**config.mk**
```make
export PLATFORM = sky130hd
export DESIGN_NAME = lu_sequencer
export DESIGN_NICKNAME = d
export VERILOG_FILES = /design/src/rtl/lu_pkg.sv /design/src/rtl/lu_settle_counter.sv /design/src/rtl/lu_sequencer.sv
export SDC_FILE = /design/constraint.sdc
export NUM_CORES = 1
export LEC_CHECK = 0
export ABC_AREA = 1
export CAP_MARGIN = 20
export CORE_ASPECT_RATIO = 0.9
export CORE_MARGIN = 2
export CORE_UTILIZATION = 47
export DETAILED_ROUTE_END_ITERATION = 8
export PLACE_DENSITY_LB_ADDON = 0.15
export SLEW_MARGIN = 30
export SYNTH_ARGS = -nofsm -noshare
export SYNTH_HDL_FRONTEND = slang
export SYNTH_SLANG_ARGS = --single-unit
export TNS_END_PERCENT = 5
```
**constraint.sdc**
```tcl
create_clock -name clk -period 1.94 [get_ports clk]
set_input_delay 0.194 -clock clk [delete_from_list [all_inputs] [get_ports clk]]
set_output_delay 0.194 -clock clk [all_outputs]
set_load 0.02 [all_outputs]
```
**src/rtl/lu_pkg.sv**
```systemverilog
// lu_pkg: opcode constants and sequencer state encoding shared by the lu_sequencer slice.
package lu_pkg;
   localparam logic [1:0] OP_OR  = 2'b00;
   localparam logic [1:0] OP_AND = 2'b01;
   localparam logic [1:0] OP_XOR = 2'b10;
   localparam logic [1:0] OP_NOT = 2'b11;
   typedef enum logic [1:0] {IDLE = 2'd0, DRIVE = 2'd1, RESP = 2'd2} state_t;
endpackage

```
**src/rtl/lu_settle_counter.sv**
```systemverilog
// lu_settle_counter: loadable down-counter that stops at zero and flags it.
module lu_settle_counter #(
   parameter int W = 4
) (
   input  logic         clk,
   input  logic         rst,
   input  logic         load,
   input  logic [W-1:0] load_val,
   input  logic         en,
   output logic         zero
);
   logic [W-1:0] count;
   assign zero = count == '0;
   always_ff @(posedge clk or posedge rst)
      if (rst) count <= '0;
      else if (load) count <= load_val;
      else if (en && !zero) count <= count - 1'b1;
endmodule

```
**src/rtl/lu_sequencer.sv**
```systemverilog
// lu_sequencer: issues one command to an external logic unit, holds its inputs SETTLE cycles,
// then captures lu_f and offers it as a response.
module lu_sequencer
   import lu_pkg::*;
#(
   parameter int WIDTH  = 8,
   parameter int SETTLE = 1
) (
   input  logic             clk,
   input  logic             rst,
   input  logic             cmd_valid,
   output logic             cmd_ready,
   input  logic [1:0]       cmd_op,
   input  logic             cmd_chain,
   input  logic [WIDTH-1:0] cmd_x,
   input  logic [WIDTH-1:0] cmd_y,
   output logic [WIDTH-1:0] lu_x,
   output logic [WIDTH-1:0] lu_y,
   output logic             lu_sel1,
   output logic             lu_sel0,
   input  logic [WIDTH-1:0] lu_f,
   output logic             rsp_valid,
   input  logic             rsp_ready,
   output logic [WIDTH-1:0] rsp_f,
   output logic [1:0]       rsp_op,
   output logic             busy
);
   state_t state, state_nx;
   logic alive, accept, cap, zero;
   logic [WIDTH-1:0] last_result;
   // alive keeps cmd_ready low until the first edge after reset releases
   assign cmd_ready = alive && state == IDLE;
   assign accept    = cmd_valid && cmd_ready;
   assign cap       = state == DRIVE && zero;
   assign busy      = state != IDLE;
   assign rsp_valid = state == RESP;
   always_comb begin
      state_nx = state;
      state_nx = accept ? DRIVE : cap ? RESP : (state == RESP && rsp_ready) ? IDLE : state;
   end
   lu_settle_counter #(.W(4)) u_cnt (
      .clk      (clk),
      .rst      (rst),
      .load     (accept),
      .load_val (4'(SETTLE - 1)),
      .en       (state == DRIVE),
      .zero     (zero)
   );
   always_ff @(posedge clk or posedge rst)
      if (rst) begin
         state       <= IDLE;
         alive       <= 1'b0;
         lu_x        <= '0;
         lu_y        <= '0;
         lu_sel1     <= 1'b0;
         lu_sel0     <= 1'b0;
         rsp_f       <= '0;
         rsp_op      <= '0;
         last_result <= '0;
      end else begin
         state <= state_nx;
         alive <= 1'b1;
         if (accept) begin
            lu_x               <= cmd_chain ? last_result : cmd_x;
            lu_y               <= cmd_y;
            {lu_sel1, lu_sel0} <= cmd_op;
         end
         if (cap) begin
            rsp_f       <= lu_f;
            rsp_op      <= {lu_sel1, lu_sel0};
            last_result <= lu_f;
         end
      end
endmodule

```
Word level (Yosys, flattened, before mapping)
Index checks and enable logic that the tools add are counted.
{ "classes": {"eq_ne": 2, "bitwise": 0, "mul": 0, "addsub": 1, "shifts": 0, "n_reduce_logical": 11, "div": 0, "muxes": 6, "n_lt_le_gt_ge": 0} }
{ "ops": {"columns": ["cell", "n"], "rows": [
  ["$mux W4", 2],
  ["$mux W8", 1],
  ["$mux W2", 3],
  ["$logic_and A1 B1 Y1", 5],
  ["$logic_not A4 Y1", 1],
  ["$reduce_bool A2 Y1", 2],
  ["$sub A4 B1 Y4 const B", 1],
  ["$reduce_bool A3 Y1", 1],
  ["$eq A2 B1 Y1 const B", 1],
  ["$eq A2 B2 Y1 const B", 1],
  ["$logic_not A2 Y1", 1],
  ["$logic_not A1 Y1", 1]
]} }
{ "totals": {"rom_bits": 0, "output_inout_bits": 31, "reg_bits": 35, "word_cells": 29, "ram_bits": 0, "latchBits": 0, "mem_count": 0} }

Depth between registers and ports, before layout
Gate-level depths: netlist of the first run.
{ "depth": {"ltp_word": 5, "ltp_mapped": 8, "depth_no_buf": 8} }

Hierarchy
From an unflattened synthesis of the first run, not the netlist that was laid out.
{ "hier_totals": {"cells_unflattened": 217, "area_unflattened_um2": 1704.1} }
{ "by_module_without_submodules": {"columns": ["mod", "seq_area_each_um2", "instances", "area_each_um2", "cells_each"], "rows": [
  ["lu_sequencer", 775.7, 1, 1405.1, 170],
  ["lu_settle_counter", 100.1, 1, 299.0, 47]
]} }

Worst setup path before layout of the first run
No wires, ideal clock.
{ "synth_path": {"path_type": "register to output", "start": "register state[0]", "end": "output port cmd_ready", "arrival_time_ps": 1015, "setup_slack_ps": 731, "stages_incl_launch_ff": 4, "path_cell_list": "dfrtp_1 -> nor2_2 -> inv_1 -> nor2_1"} }
{ "synth_via": {"elab_chain_cells": 2} }
{ "synth_rtl": {"columns": ["element", "line", "rtl"], "rows": [
  ["start: declaration", "lu_sequencer.sv:28", "state_t state, state_nx;"],
  ["start signal: assignment", "lu_sequencer.sv:61", "state <= state_nx;"],
  ["$logic_not A2 Y1", "lu_sequencer.sv:32", "assign cmd_ready = alive && state == IDLE;"],
  ["$logic_and A1 B1 Y1", "lu_sequencer.sv:32", null],
  ["end: declaration", "lu_sequencer.sv:12", "output logic cmd_ready,"]
]} }
No other way between the ends.

Worst setup path after layout of the first run
{ "layout_path": {"start": "register state[0]", "end": "output port busy"} }
{ "layout_via": {"elab_chain_cells": 1} }
{ "layout_rtl": {"columns": ["element", "line", "rtl"], "rows": [
  ["$reduce_bool A2 Y1", "lu_sequencer.sv:35", "assign busy = state != IDLE;"],
  ["end: declaration", "lu_sequencer.sv:26", "output logic busy"]
]} }
No other way between the ends.

==> results of run 1 <==
[cells in the final DEF (no fill, tap or decap)]
| cell type | instances |
|---|---|
| mux2i_1 | 8 |
| nand3_2 | 2 |
| nand2_1 | 39 |
| clkbuf_1 | 1 |
| nand3_1 | 2 |
| nor2_1 | 3 |
| a21oi_1 | 1 |
| conb_1 | 1 |
| buf_4 | 3 |
| dfrtp_1 | 35 |
| inv_2 | 1 |
| nand3_4 | 1 |
| clkdlybuf4s50_1 | 60 |
| ha_1 | 1 |
| or2_1 | 1 |
| o21ai_2 | 25 |
| xor2_1 | 1 |
| nand4_1 | 1 |
| o21ai_0 | 1 |
| dlymetal6s2s_1 | 1 |
| clkbuf_8 | 7 |
| inv_1 | 27 |
| nor2_2 | 4 |
| a21oi_2 | 2 |
| o21ai_1 | 3 |
[power groups by stage]
stage               clock network (mW)  logic [mW]  registers [mW]
global route                     0.609       0.111           0.731
CTS                              0.580       0.104           0.732
global placement                     0       0.102           0.746
detailed placement                   0       0.103           0.746
floorplan                            0      0.0342           0.745
finish                           0.566       0.101           0.732
[worst max-delay path, delay by kind of cell (launching register included)]
| kind | cells | cell delay (ns) |
|---|---|---|
| buffers and inverters | 2 | 0.62 |
| flip-flops | 1 | 0.43 |
| AND/OR/NAND/NOR | 1 | 0.19 |
[cells by family (layout without fill, tap and decap cells)]
kind of cell,count (synthesis),after routing,share of synthesized area [%]
muxes,8,8,4.827
other,1,1,0.2260
and+or+nand+nor,53,53,14.63
DFF,35,35,52.79
xor gates and xnor gates,1,1,0.5280
buffers and inverters,35,100,10.48
adders and majority gates,1,1,0.7540
AOI/OAI and AO/OA,32,32,15.76
[per-layer routing]
| layer | global-route usage [%] | vias to the layer above | part of all wire [%] |
|---|---|---|---|
| li1 | - | 649 | - |
| met1 | 23.69 | 594 | 42 |
| met2 | 32.57 | 47 | 49 |
| met3 | 5.009 | 5 | 7.0 |
| met4 | 6.997 | 0 | 1.1 |
| met5 | 0 | - | 0 |
[per-stage QoR]
step	power [mW]	utilization [%]	instances	setup WS [ns]	cell area (um2)
3_3_place_gp	0.8473	67.44	267	0.3863	2278
3_5_place_dp	0.8485	67.44	267	0.2986	2278
2_1_floorplan	0.7796	-	166	0.7309	1659
5_1_grt	1.452	70.48	275	0.1155	2381
6_report	1.399	70.48	275	0.2319	2381
4_1_cts	1.415	70.41	275	0.05805	2379
[final cells by class]
type	instances	area share (%)
clock buffers	8	4.204
inverters	28	4.414
multi-input cells	96	25.59
flip-flops and latches	35	36.78
well taps	44	2.312
repair buffers	64	26.69
[state kept, by name, indices dropped and copies added (netlist names)]
register	flops
alive	1
last_result	8
lu_sel0	1
lu_sel1	1
lu_x	8
lu_y	8
rsp_op	2
state	2
u_cnt.count	4
[path summary, 6_finish.rpt]
kind | slack [ns] | start | endpoint
setup / recovery | 0.23 | state[0] | busy
hold / removal | 0.31 | rst | lu_y[1]
setup reg to reg | 0.28 | u_cnt.count[0] | rsp_op[0]
hold reg to reg | 0.48 | lu_x[4] | lu_x[4]
max in group asynchronous | 1.32 | rst | lu_x[6]
min in group clk | 0.46 | cmd_y[0] | lu_y[0]
==> out/results.tsv, run 1 <==
stage	metric	value	unit
synth	synthTopCellsByArea	dfrtp_1 (53%), o21ai_2 (13%), nand2_1 (8.8%)	
cts	cts_buffers	5	
cts	post_cts_buffers	0	
synth	synthFlopType	dfrtp_1	
synth	ys_async_sr_fraction	100.0	%
outcome	status	finished clean	
layout	antenna_cells	0	
floorplan	ios	62	
power_and_ir_drop	power.switching	0.2822	mW
global_routing	grt_pass1_wl	5637	um
placed_design	dp_hpwl	2647	um
setup_path	worstRegToRegCells	5	
cts	cts_resized	0	
detailed_routing	vias	1295	
synth	synth-edff-count	0	
setup_path	worstSetupPathType	reg -> out	
floorplan	start_util	49.11	%
power_and_ir_drop	intPower	1.117	mW
power_and_ir_drop	ir_drop	358.4	uV
floorplan	num_rows	20	
global_routing	grt_max_degree	36	
global_routing	grt_overflow_total	0	
layout	ff_latch_area	875.8	um2
setup_path	cp_max_fo	5	
cts	worstSkewPairLatency	0.28	ns
cts	clkTransAtPathRegs	0.07	ns
setup_path	startpoint_type	flip-flop	
synth	synth-seq-cells	35	
setup_path	slowest_stage	clkdlybuf4s50_1	
power_and_ir_drop	clkPwrFrac	40.5	%
floorplan	core_area	3378	um2
setup_path	crit_path_end_kind	output port	
timing	hold_viol	0	
detailed_routing	first_iter_violations	42	
synth	synth-seq-area-share	52.79	%
setup_path	crit_chain	nor2_2, inv_1, clkdlybuf4s50_1	
synth	syn_area	1659	um2
synth	syn_avg_cell_area	9.995	um2
timing	drv_slew	0	
timing	min_period_over_period	88.05	%
cts	cts_hold_buf	0	
cts	clock_path_buffers	2	
layout	nets	262	
timing	clock_skew	0.003551	ns
timing	min_period	1.708	ns
power_and_ir_drop	seq_power_share	52.3	%
synth	netlist.area_leader.share	52.79	%
timing	max_freq	585.4	MHz
timing	fin_setup_tns	0	ns
floorplan	die_x	66.63	um
synth	yosysWarnings	0	
min_path	hold_path.class	in -> async	
global_routing	grt.total_usage	19.06	%
power_and_ir_drop	comb_power_share	7.2	%
cts	cts-root-buf	clkbuf_8	
timing	finalSetupViolations	0	
power_and_ir_drop	p_leak	1.174	nW
power_and_ir_drop	power.density	587.7	nW/um2
synth	syn_inst	166	
setup_path	slowest_delay	0.54	ns
timing	worst_pin_slew	0.5185	ns
cts	cts_tree	yes	
placed_design	gp_congestion	0.6493	
synth	ys_types	23	
power_and_ir_drop	switching_share	20.17	%
detailed_routing	first_pass_iters	4	
cts	clock-sinks	35	
global_routing	first_global_vias	1261	
timing	rsz0062_at_grt	false	
layout	drive_gt1_share	19.48	%
detailed_routing	drc	0	
floorplan	die_h	60.37	um
floorplan	dieArea	4022	um2
cts	cts_max_level	2	
timing	slew-limit-headroom	65.40	%
global_routing	antenna_found_initial	0	
detailed_routing	wl_per_cell	12.75	um
setup_path	cp.arrival	1.51	ns
setup_path	cp.required	1.75	ns
placed_design	portBuffers	61	
layout	fillers	259	
layout	multiInputGateArea	609.3	um2
synth	synth_common_cells	nand2_1 (39), dfrtp_1 (35), inv_1 (27)	
timing	whs	0.3131	ns
detailed_routing	antenna_left	0	
detailed_routing	viasPerCell	4.709	
layout	area_growth	43.51	%
job	timing.max_cap.violations	0	
synth	synth_most_common_cell	nand2_1	
synth	synth_nets	198	
synth	yosys.area.top_type	dfrtp_1	
detailed_routing	drt_wl_total	3507	um
Note: power is estimated with default switching activity, not from simulation.
==> run 2: changes to the inputs <==
--- a/config.mk
+++ b/config.mk
@@ -8,7 +8,6 @@
 export ABC_AREA = 1
 export CAP_MARGIN = 20
 export CORE_ASPECT_RATIO = 0.9
-export CORE_MARGIN = 2
 export CORE_UTILIZATION = 47
 export DETAILED_ROUTE_END_ITERATION = 8
 export PLACE_DENSITY_LB_ADDON = 0.15
==> out/results.tsv, run 2 (same netlist as run 1, synthesis figures left out) <==
stage	metric	value	unit	change
detailed_routing	drt_wl_total	3397	um	was 3507 um
layout	antenna_cells	0		unchanged
floorplan	start_util	49.11	%	unchanged
outcome	status	finished clean		unchanged
setup_path	r2r-start	u_cnt.count[0]		unchanged
floorplan	core_area	3378	um2	unchanged
power_and_ir_drop	power.density	568.3	nW/um2	was 587.7 nW/um2
global_routing	first_global_vias	1282		was 1261
detailed_routing	viasPerCell	4.775		was 4.709
timing	worst_pin_slew	0.5030	ns	was 0.5185 ns
setup_path	crit_path_end_kind	output port		unchanged
floorplan	die_x	64.63	um	was 66.63 um
power_and_ir_drop	ir_drop	367.2	uV	was 358.4 uV
placed_design	gp_congestion	0.7186		was 0.6493
setup_path	startpoint_type	flip-flop		unchanged
cts	post_cts_buffers	0		unchanged
timing	fin_setup_tns	0	ns	unchanged
setup_path	cp.required	1.75	ns	about the same
detailed_routing	drc	0		unchanged
global_routing	use_met2	35.34	%	was 32.57%
cts	cts_resized	0		unchanged
cts	clock-sinks	35		unchanged
timing	finalSetupViolations	0		unchanged
power_and_ir_drop	p_leak	1.165	nW	was 1.174 nW
detailed_routing	vias	1313		was 1295
detailed_routing	antenna_left	0		unchanged
layout	final_common_cell	clkdlybuf4s50_1		unchanged
setup_path	r2r_slack	0.29	ns	was 0.28 ns
setup_path	r2r_end	last_result[5]		was rsp_op[0]
global_routing	grt_pass1_wl	5809	um	was 5637 um
timing	min_period_over_period	89.19	%	was 88.05%
placed_design	dp_hpwl	2463	um	was 2647 um
detailed_routing	wl_per_cell	12.35	um	was 12.75 um
setup_path	startpoint	state[0]		unchanged
timing	drv_slew	0		unchanged
global_routing	grt_overflow_total	0		unchanged
timing	min_period	1.730	ns	was 1.708 ns
layout	fillers	268		was 259
setup_path	worstSetupPathType	reg -> out		unchanged
cts	clkTransAtPathRegs	0.07	ns	about the same
timing	max_freq	577.9	MHz	was 585.4 MHz
timing	slew-limit-headroom	66.43	%	was 65.40%
layout	drive_gt1_share	19.05	%	was 19.48%
floorplan	num_rows	20		unchanged
timing	clock_skew	0.003696	ns	was 0.003551 ns
cts	worstSkewPairLatency	0.29	ns	was 0.28 ns
global_routing	use_met3	4.264	%	was 5.009%
global_routing	use_met1	25.51	%	was 23.69%
layout	final_cell_area	2362	um2	was 2381 um2
timing	rsz0062_at_grt	false		unchanged
setup_path	worstRegToRegCells	5		unchanged
layout	nets	262		unchanged
setup_path	cp.arrival	1.54	ns	was 1.51 ns
global_routing	grt.total_usage	20.71	%	was 19.06%
timing	hold_viol	0		unchanged
detailed_routing	first_pass_iters	6		was 4
layout	final_cell_mix	clkdlybuf4s50_1 (60), nand2_1 (39), dfrtp_1 (35)		unchanged
timing	whs	0.3006	ns	was 0.3131 ns
job	timing.max_cap.violations	0		unchanged
setup_path	cp_max_fo	5		unchanged
detailed_routing	first_iter_violations	44		was 42
cts	clock_path_buffers	2		unchanged
cts	cts_tree	yes		unchanged
placed_design	place_area	2278	um2	unchanged
cts	cts_hold_buf	0		unchanged
floorplan	ios	62		unchanged
layout	reg_top3	last_result (8), lu_x (8), lu_y (8)		unchanged
layout	area_growth	42.38	%	was 43.51%
global_routing	grt_max_degree	36		unchanged
global_routing	antenna_found_initial	0		unchanged
cts	cts_max_level	2		unchanged
placed_design	portBuffers	61		unchanged
cts	cts_buffers	5		unchanged
min_path	hold_path.class	in -> async		unchanged
floorplan	die_h	58.37	um	was 60.37 um
layout	final_util	69.93	%	was 70.48%
global_routing	top_usage_layer	met2		unchanged
floorplan	dieArea	3772	um2	was 4022 um2
cts	cts-root-buf	clkbuf_8		unchanged
==> run 2: changes by cell type in the layout (fill, tap and decap cells not counted), sizes merged <==
cell    before  now
clkbuf       8    7
clkinv       0    1
==> run 2: stage by stage <==
stage               setup WS (ns)  std cells  power [mW]
floorplan                  0.7309        166      0.7796
global placement           0.3383        267      0.8471
detailed placement         0.3008        267      0.8490
CTS                       0.04513        275       1.359
global route               0.1279        275       1.392
finish                     0.2096        275       1.342
==> run 2: worst max-delay path: stages, from the launching register on <==
cell,delay [ns]
dfrtp_1,0.43
nor2_2,0.20
inv_1,0.08
clkdlybuf4s50_1,0.54
==> run 2: worst max path at each step <==
stage,depth (start not counted),to,slack [ns]
floorplan,3,cmd_ready,0.73
global placement,5,lu_x[1],0.34
detailed placement,6,u_cnt.count[3],0.30
CTS,4,cmd_ready,0.05
global route,3,busy,0.13
finish,3,busy,0.21
==> run 2: layout make-up <==
cell class	count	area [um2]	share of cell area [%]
inverters	28	105.1	4.449
clock inverters	1	5.005	0.2119
repair buffers	64	635.6	26.91
multi-input cells	96	609.3	25.79
well taps	44	55.05	2.331
flip-flops and latches	35	875.8	37.08
clock buffers	7	76.32	3.231
==> run 2: layer usage <==
| metal | share of wire [%] | routed length [um] | up-vias |
|---|---|---|---|
| met5 | 0 | 0 | - |
| met4 | 1.9 | 65 | 0 |
| met3 | 4.7 | 161 | 7 |
| met2 | 49 | 1653 | 45 |
| met1 | 45 | 1517 | 616 |
| li1 | - | - | 645 |
==> run 2: power by group <==
| part | internal, mW | switching (mW) |
|---|---|---|
| clock | 0.252 | 0.257 |
| combinational | 0.0625 | 0.0393 |
| sequential | 0.731 | 0.00124 |
| total | 1.04 | 0.298 |
